$ cat src/rtl/ws2812b_pkg.sv
// Definitions shared by the LED pattern generator and the ws2812b serializer:
// FSM encoding, hue-wheel size and GRB field placement.
package ws2812b_pkg;

  typedef enum logic [1:0] {
    ST_IDLE = 2'd0,
    ST_LOAD = 2'd1,
    ST_SEND = 2'd2
  } led_state_t;

  localparam int HUE_MAX = 768;
  localparam int HUE_W   = 10;
  localparam int CH_W    = 8;

  localparam int GRB_G_LSB = 16;
  localparam int GRB_R_LSB = 8;
  localparam int GRB_B_LSB = 0;

  // Both operands are already below HUE_MAX, so one conditional subtract is an exact mod.
  function automatic logic [HUE_W-1:0] hue_add(input logic [HUE_W-1:0] a,
                                               input logic [HUE_W-1:0] b);
    logic [HUE_W:0] sum;
    sum = {1'b0, a} + {1'b0, b};
    if (sum >= (HUE_W+1)'(HUE_MAX)) begin
      sum = sum - (HUE_W+1)'(HUE_MAX);
    end
    return sum[HUE_W-1:0];
  endfunction

endpackage

$ cat src/rtl/hue_to_grb.sv
// Colour wheel lookup (768 hue steps) followed by per-channel brightness scaling,
// producing a GRB word. Purely combinational.
module hue_to_grb
  import ws2812b_pkg::*;
(
  input  logic [HUE_W-1:0] hue,
  input  logic [CH_W-1:0]  bright,
  output logic [23:0]      grb
);

  logic [CH_W-1:0] s;
  logic [CH_W-1:0] r;
  logic [CH_W-1:0] g;
  logic [CH_W-1:0] b;
  logic [CH_W:0]   gain;

  // (c * (bright + 1)) >> 8 keeps full scale at bright=255 and zero at bright=0.
  function automatic logic [CH_W-1:0] scale(input logic [CH_W-1:0] c,
                                            input logic [CH_W:0]   k);
    logic [16:0] prod;
    prod = {9'd0, c} * {8'd0, k};
    return CH_W'(prod >> 8);
  endfunction

  always_comb begin
    s    = hue[CH_W-1:0];
    r    = '0;
    g    = '0;
    b    = '0;
    gain = {1'b0, bright} + 9'd1;
    if (hue < 10'd256) begin
      r = 8'd255 - s;
      g = s;
    end else if (hue < 10'd512) begin
      g = 8'd255 - s;
      b = s;
    end else begin
      r = s;
      b = 8'd255 - s;
    end
    grb                       = '0;
    grb[GRB_G_LSB +: CH_W]    = scale(g, gain);
    grb[GRB_R_LSB +: CH_W]    = scale(r, gain);
    grb[GRB_B_LSB +: CH_W]    = scale(b, gain);
  end

endmodule

$ cat src/rtl/led_pattern_gen.sv
// Rainbow frame generator: on each enabled frame tick, emits NUM_LEDS GRB pixels
// over a valid/ready stream, advancing the base hue after every completed frame.
module led_pattern_gen
  import ws2812b_pkg::*;
#(
  parameter int NUM_LEDS        = 1,
  parameter int FRAME_DIV       = 540000,
  parameter int HUE_STEP        = 4,
  parameter int LED_HUE_SPACING = 256
) (
  input  logic        clk,
  input  logic        rst_n,
  input  logic        enable,
  input  logic [7:0]  brightness,
  output logic [23:0] pix_data,
  output logic        pix_valid,
  input  logic        pix_ready,
  output logic        pix_last
);

  localparam int CNT_W = (FRAME_DIV > 1) ? $clog2(FRAME_DIV) : 1;
  localparam int IDX_W = (NUM_LEDS > 1) ? $clog2(NUM_LEDS) : 1;
  localparam logic [CNT_W-1:0] CNT_LAST = CNT_W'(FRAME_DIV - 1);
  localparam logic [IDX_W-1:0] IDX_LAST = IDX_W'(NUM_LEDS - 1);
  localparam logic [HUE_W-1:0] STEP     = HUE_W'(HUE_STEP % HUE_MAX);
  localparam logic [HUE_W-1:0] SPACING  = HUE_W'(LED_HUE_SPACING % HUE_MAX);

  logic [CNT_W-1:0] cnt_reg;
  logic             tick;

  led_state_t       state_reg, state_next;
  logic [IDX_W-1:0] idx_reg, idx_next;
  logic [HUE_W-1:0] frame_hue_reg, frame_hue_next;
  logic [HUE_W-1:0] led_hue_reg, led_hue_next;
  logic [CH_W-1:0]  bright_reg, bright_next;
  logic [23:0]      data_reg, data_next;
  logic             valid_reg, valid_next;
  logic             last_reg, last_next;
  logic [23:0]      grb;

  assign tick = (cnt_reg == CNT_LAST);

  always_ff @(posedge clk or negedge rst_n) begin
    if (!rst_n) begin
      cnt_reg <= '0;
    end else if (tick) begin
      cnt_reg <= '0;
    end else begin
      cnt_reg <= cnt_reg + CNT_W'(1);
    end
  end

  // The LED hue is carried incrementally, so the mod stays exact for any LED count.
  hue_to_grb u_wheel (
    .hue    (led_hue_reg),
    .bright (bright_reg),
    .grb    (grb)
  );

  always_ff @(posedge clk or negedge rst_n) begin
    if (!rst_n) begin
      state_reg     <= ST_IDLE;
      idx_reg       <= '0;
      frame_hue_reg <= '0;
      led_hue_reg   <= '0;
      bright_reg    <= '0;
      data_reg      <= '0;
      valid_reg     <= 1'b0;
      last_reg      <= 1'b0;
    end else begin
      state_reg     <= state_next;
      idx_reg       <= idx_next;
      frame_hue_reg <= frame_hue_next;
      led_hue_reg   <= led_hue_next;
      bright_reg    <= bright_next;
      data_reg      <= data_next;
      valid_reg     <= valid_next;
      last_reg      <= last_next;
    end
  end

  always_comb begin
    state_next     = state_reg;
    idx_next       = idx_reg;
    frame_hue_next = frame_hue_reg;
    led_hue_next   = led_hue_reg;
    bright_next    = bright_reg;
    data_next      = data_reg;
    valid_next     = valid_reg;
    last_next      = last_reg;
    case (state_reg)
      ST_IDLE: begin
        if (tick && enable) begin
          bright_next  = brightness;
          idx_next     = '0;
          led_hue_next = frame_hue_reg;
          state_next   = ST_LOAD;
        end
      end
      ST_LOAD: begin
        data_next  = grb;
        valid_next = 1'b1;
        last_next  = (idx_reg == IDX_LAST);
        state_next = ST_SEND;
      end
      ST_SEND: begin
        // Ticks seen here are simply not acted on; enable is only looked at in IDLE.
        if (valid_reg && pix_ready) begin
          valid_next = 1'b0;
          last_next  = 1'b0;
          if (last_reg) begin
            frame_hue_next = hue_add(frame_hue_reg, STEP);
            state_next     = ST_IDLE;
          end else begin
            idx_next     = idx_reg + IDX_W'(1);
            led_hue_next = hue_add(led_hue_reg, SPACING);
            state_next   = ST_LOAD;
          end
        end
      end
      default: state_next = ST_IDLE;
    endcase
  end

  assign pix_data  = data_reg;
  assign pix_valid = valid_reg;
  assign pix_last  = last_reg;

endmodule

$ cat config.mk
export PLATFORM = sky130hd
export DESIGN_NAME = led_pattern_gen
export DESIGN_NICKNAME = d
export VERILOG_FILES = /design/src/rtl/ws2812b_pkg.sv /design/src/rtl/hue_to_grb.sv /design/src/rtl/led_pattern_gen.sv
export SDC_FILE = /design/constraint.sdc
export NUM_CORES = 1
export LEC_CHECK = 0
export CAP_MARGIN = 20
export CORE_MARGIN = 5
export CORE_UTILIZATION = 64
export DETAILED_ROUTE_END_ITERATION = 10
export PLACE_DENSITY_LB_ADDON = 0.1
export SYNTH_ARGS = -nofsm -noshare
export SYNTH_HDL_FRONTEND = slang
export SYNTH_SLANG_ARGS = --single-unit
$ cat constraint.sdc
create_clock -name clk -period 6.5 [get_ports clk]
set_input_delay 1.625 -clock clk [delete_from_list [all_inputs] [get_ports clk]]
set_output_delay 1.625 -clock clk [all_outputs]
set_load 0.02 [all_outputs]
==> impl_metrics.yaml <==
routing:
  routed_wl_um: 21300
  drc: 0
  ant_nets: 0
  vias: 7500
  viasPerCell: 5.65
  dr.first_iter.drc_count: 396
  drt_pass1_iterations: 5
  wire_per_inst_um: 16.0
die:
  core_area_mm2: 0.0151
  ios: 38
  die_width_um: 134
  die_y_um: 134
  rows: 45
  initial_core_util_pct: 64.8
  die_area_mm2: 0.0179
worst_setup_path:
  endpoint: "pix_data[22]"
  r2r-start: "led_hue_reg[8]"
  rrSetupSlack_ps: 590
  cp_max_fo: 28
  crit_start: "led_hue_reg[8]"
  path_class: "reg2reg"
  crit_arrival_ps: 6160
  crit_path_end_kind: "register"
  start_kind: "register"
  reg2reg_depth: 17
  worstReg2RegEnd: "pix_data[22]"
  cp.required_ps: 6750
global_routing:
  grt_overflow: 0
  grt_max_degree: 74
  grt_pass1_wl_um: 36400
  grt_pass1_vias: 7503
  antenna_found_initial: 0
  gr-usage-all-layers_pct: 25.0
clock_tree:
  post_cts_resized: 0
  htreeDepth: 3
  cts_tree: "done"
  clk_path_buf_depth: 2
  cts.reportedPaths.clkPinSlew_ps: 60
  cts_buffers: 9
  holdBufCountCts: 0
  cts.sinks: 73
  cts_setup_buffers: 0
  clk_root_buffer_cell: "clkbuf_16"
  clock_latency_ps: 340
outcome:
  status: "finished clean"
layout:
  layout.nets: 1381
  finalNonFillerCells: 1328
  largest_register_ffs: 24
  syn_to_final_growth_pct: 8.86
  nFillCells: 1210
  num_antenna_cells: 0
  drive_above_1_share_pct: 6.49
place:
  dp.cells: 1313
  gp_congestion: 0.870
  hpwl_um: 16700
  port_buffers: 37
worst_hold_path:
  worstHoldStart: "pix_data[11]"
  hold_path.class: "reg2reg"
timing:
  max_freq_mhz: 169
  hold_viol_final: 0
  setup_viol: 0
  clock_skew_ps: 8.84
  max_slew_margin_pct: 34.8
  drv_slew: 0
  tightest_slew_ps: 978
  period_needed_ps: 5910
  tns_ps: 0
  rsz0062_at_grt: "false"
  fin_crit_sh_pct: 91.0
yosys:
  synth_compound_area_share_pct: 7.62
  synth_cells: 1104
  synth.cell_area_mm2: 0.00982
  synth_edf_count: 0
  yosysWarningCount: 0
  synth_top_family_by_area: "adder cells"
  syn_nets: 1349
  synth_fa_ha_area_share_pct: 38.9
  synthSimpleGateAreaFrac_pct: 17.6
  ys_seq_area_share_pct: 18.6
  synth_xor_area_share_pct: 5.98
  synth-main-ff-cell: "dfrtp_1"
  syn_avg_cell_area_um2: 8.89
  synth-seq-cells: 73
  synthMuxAreaShare_pct: 2.45
  synthDistinctLibCells: 62
  async_reset_ff_share_pct: 100
job:
  max_cap_violations: 0
pwr:
  powerDensity_mw_per_mm2: 150
  leakagePower_uw: 0.00566
  ir_drop_mv: 0.150
==> layer usage <==
layer | part of all wire [%] | track usage (%) | vias to the layer above | routed length [µm]
met5 | 0 | 0 | - | 0
met4 | 1.2 | 5.31 | 0 | 254
met3 | 5.4 | 3.86 | 28 | 1150
met2 | 48 | 41.1 | 194 | 10200
met1 | 46 | 35.6 | 3710 | 9730
li1 | - | - | 3568 | -
==> synth_stat cells (all sizes together) (5+ instances only) <==
cell type	n	share of area [%]
inv	186	7.1
nor2	134	5.1
fa	120	24
ha	113	14
nand2	110	4.2
dfrtp	73	19
xnor2	44	3.9
o21ai	38	1.9
nand3	33	1.7
a21oi	29	1.5
clkbuf	23	0.88
xor2	23	2.1
or2	16	1.0
mux2	14	1.8
and2	12	0.76
and3	12	0.76
buf	12	0.84
nor3	11	0.56
nor2b	10	0.64
a21o	9	0.69
nand2b	8	0.51
a21boi	7	0.54
o31ai	7	0.54
mux2i	6	0.61
a31oi	5	0.32
nand4	5	0.32
==> cells in the final DEF (no fill, tap or decap), drive strengths merged, types with 33 or more instances in the layout <==
cell type      Yosys  layout
inv              186     188
o21ai             38      38
dfrtp             73      73
nor2             134     134
clkdlybuf4s50      0      36
nand3             33      33
ha               113     113
xnor2             44      44
nand2            110     110
fa               120     120
==> metrics by stage <==
stage / power, µW / instance area, µm² / setup slack [ps] / hold WS, ps / utilization (%)
2_1_floorplan: 925 / 9820 / 1120 / 453 / -
3_3_place_gp: 1090 / 10400 / 783 / 466 / 68.6
3_5_place_dp: 1110 / 10400 / 677 / 470 / 68.6
4_1_cts: 1610 / 10700 / 667 / 486 / 70.5
5_1_grt: 1720 / 10700 / 196 / 511 / 70.5
6_report: 1610 / 10700 / 586 / 482 / 70.5
==> logic make-up after synthesis <==
group	after synthesis
AOI/OAI and AO/OA	117
xor gates and xnor gates	67
adders and majority gates	233
buffers and inverters	221
DFF	73
muxes	20
and+or+nand+nor	373
==> layout make-up <==
| class | count | area (µm²) | area share (%) |
|---|---|---|---|
| tap | 188 | 235 | 2.20 |
| clock inverter | 6 | 67.6 | 0.632 |
| sequential | 73 | 1830 | 17.1 |
| inverter | 186 | 698 | 6.53 |
| clock buffer | 9 | 225 | 2.11 |
| multi-input combinational | 810 | 7120 | 66.7 |
| timing repair buffer | 56 | 510 | 4.78 |
==> worst max-delay path: stages (launching register included) <==
cell and delay [ps]:
dfrtp_1 430, or2_1 590, nand2_1 210, a21boi_0 630, nor2_1 140, fa_1 530, fa_1 520, fa_1 540
inv_1 50, fa_1 520, inv_1 40, ha_1 310, nand3_1 160, nor4_4 60, o311ai_1 450, a21boi_0 240
o21a_1 220, o31ai_1 180
==> power breakdown <==
| part | internal (µW) | leakage (µW) | switching [µW] |
|---|---|---|---|
| Clock | 297 | 0.000138 | 204 |
| Combinational | 197 | 0.00453 | 424 |
| Sequential | 468 | 0.000992 | 14.7 |
| Total | 963 | 0.00566 | 643 |
==> worst min path at each step <==
stage                     depth (start not counted)      endpoint  slack (ps)
final                                             2  pix_data[11]         480
after global placement                            2  pix_data[13]         470
after detailed placement                          2  pix_data[13]         470
after global routing                              2   pix_data[0]         510
after CTS                                         2  pix_data[19]         490
after floorplan                                   1      pix_last         450
Note: power is estimated with default switching activity, not from simulation.
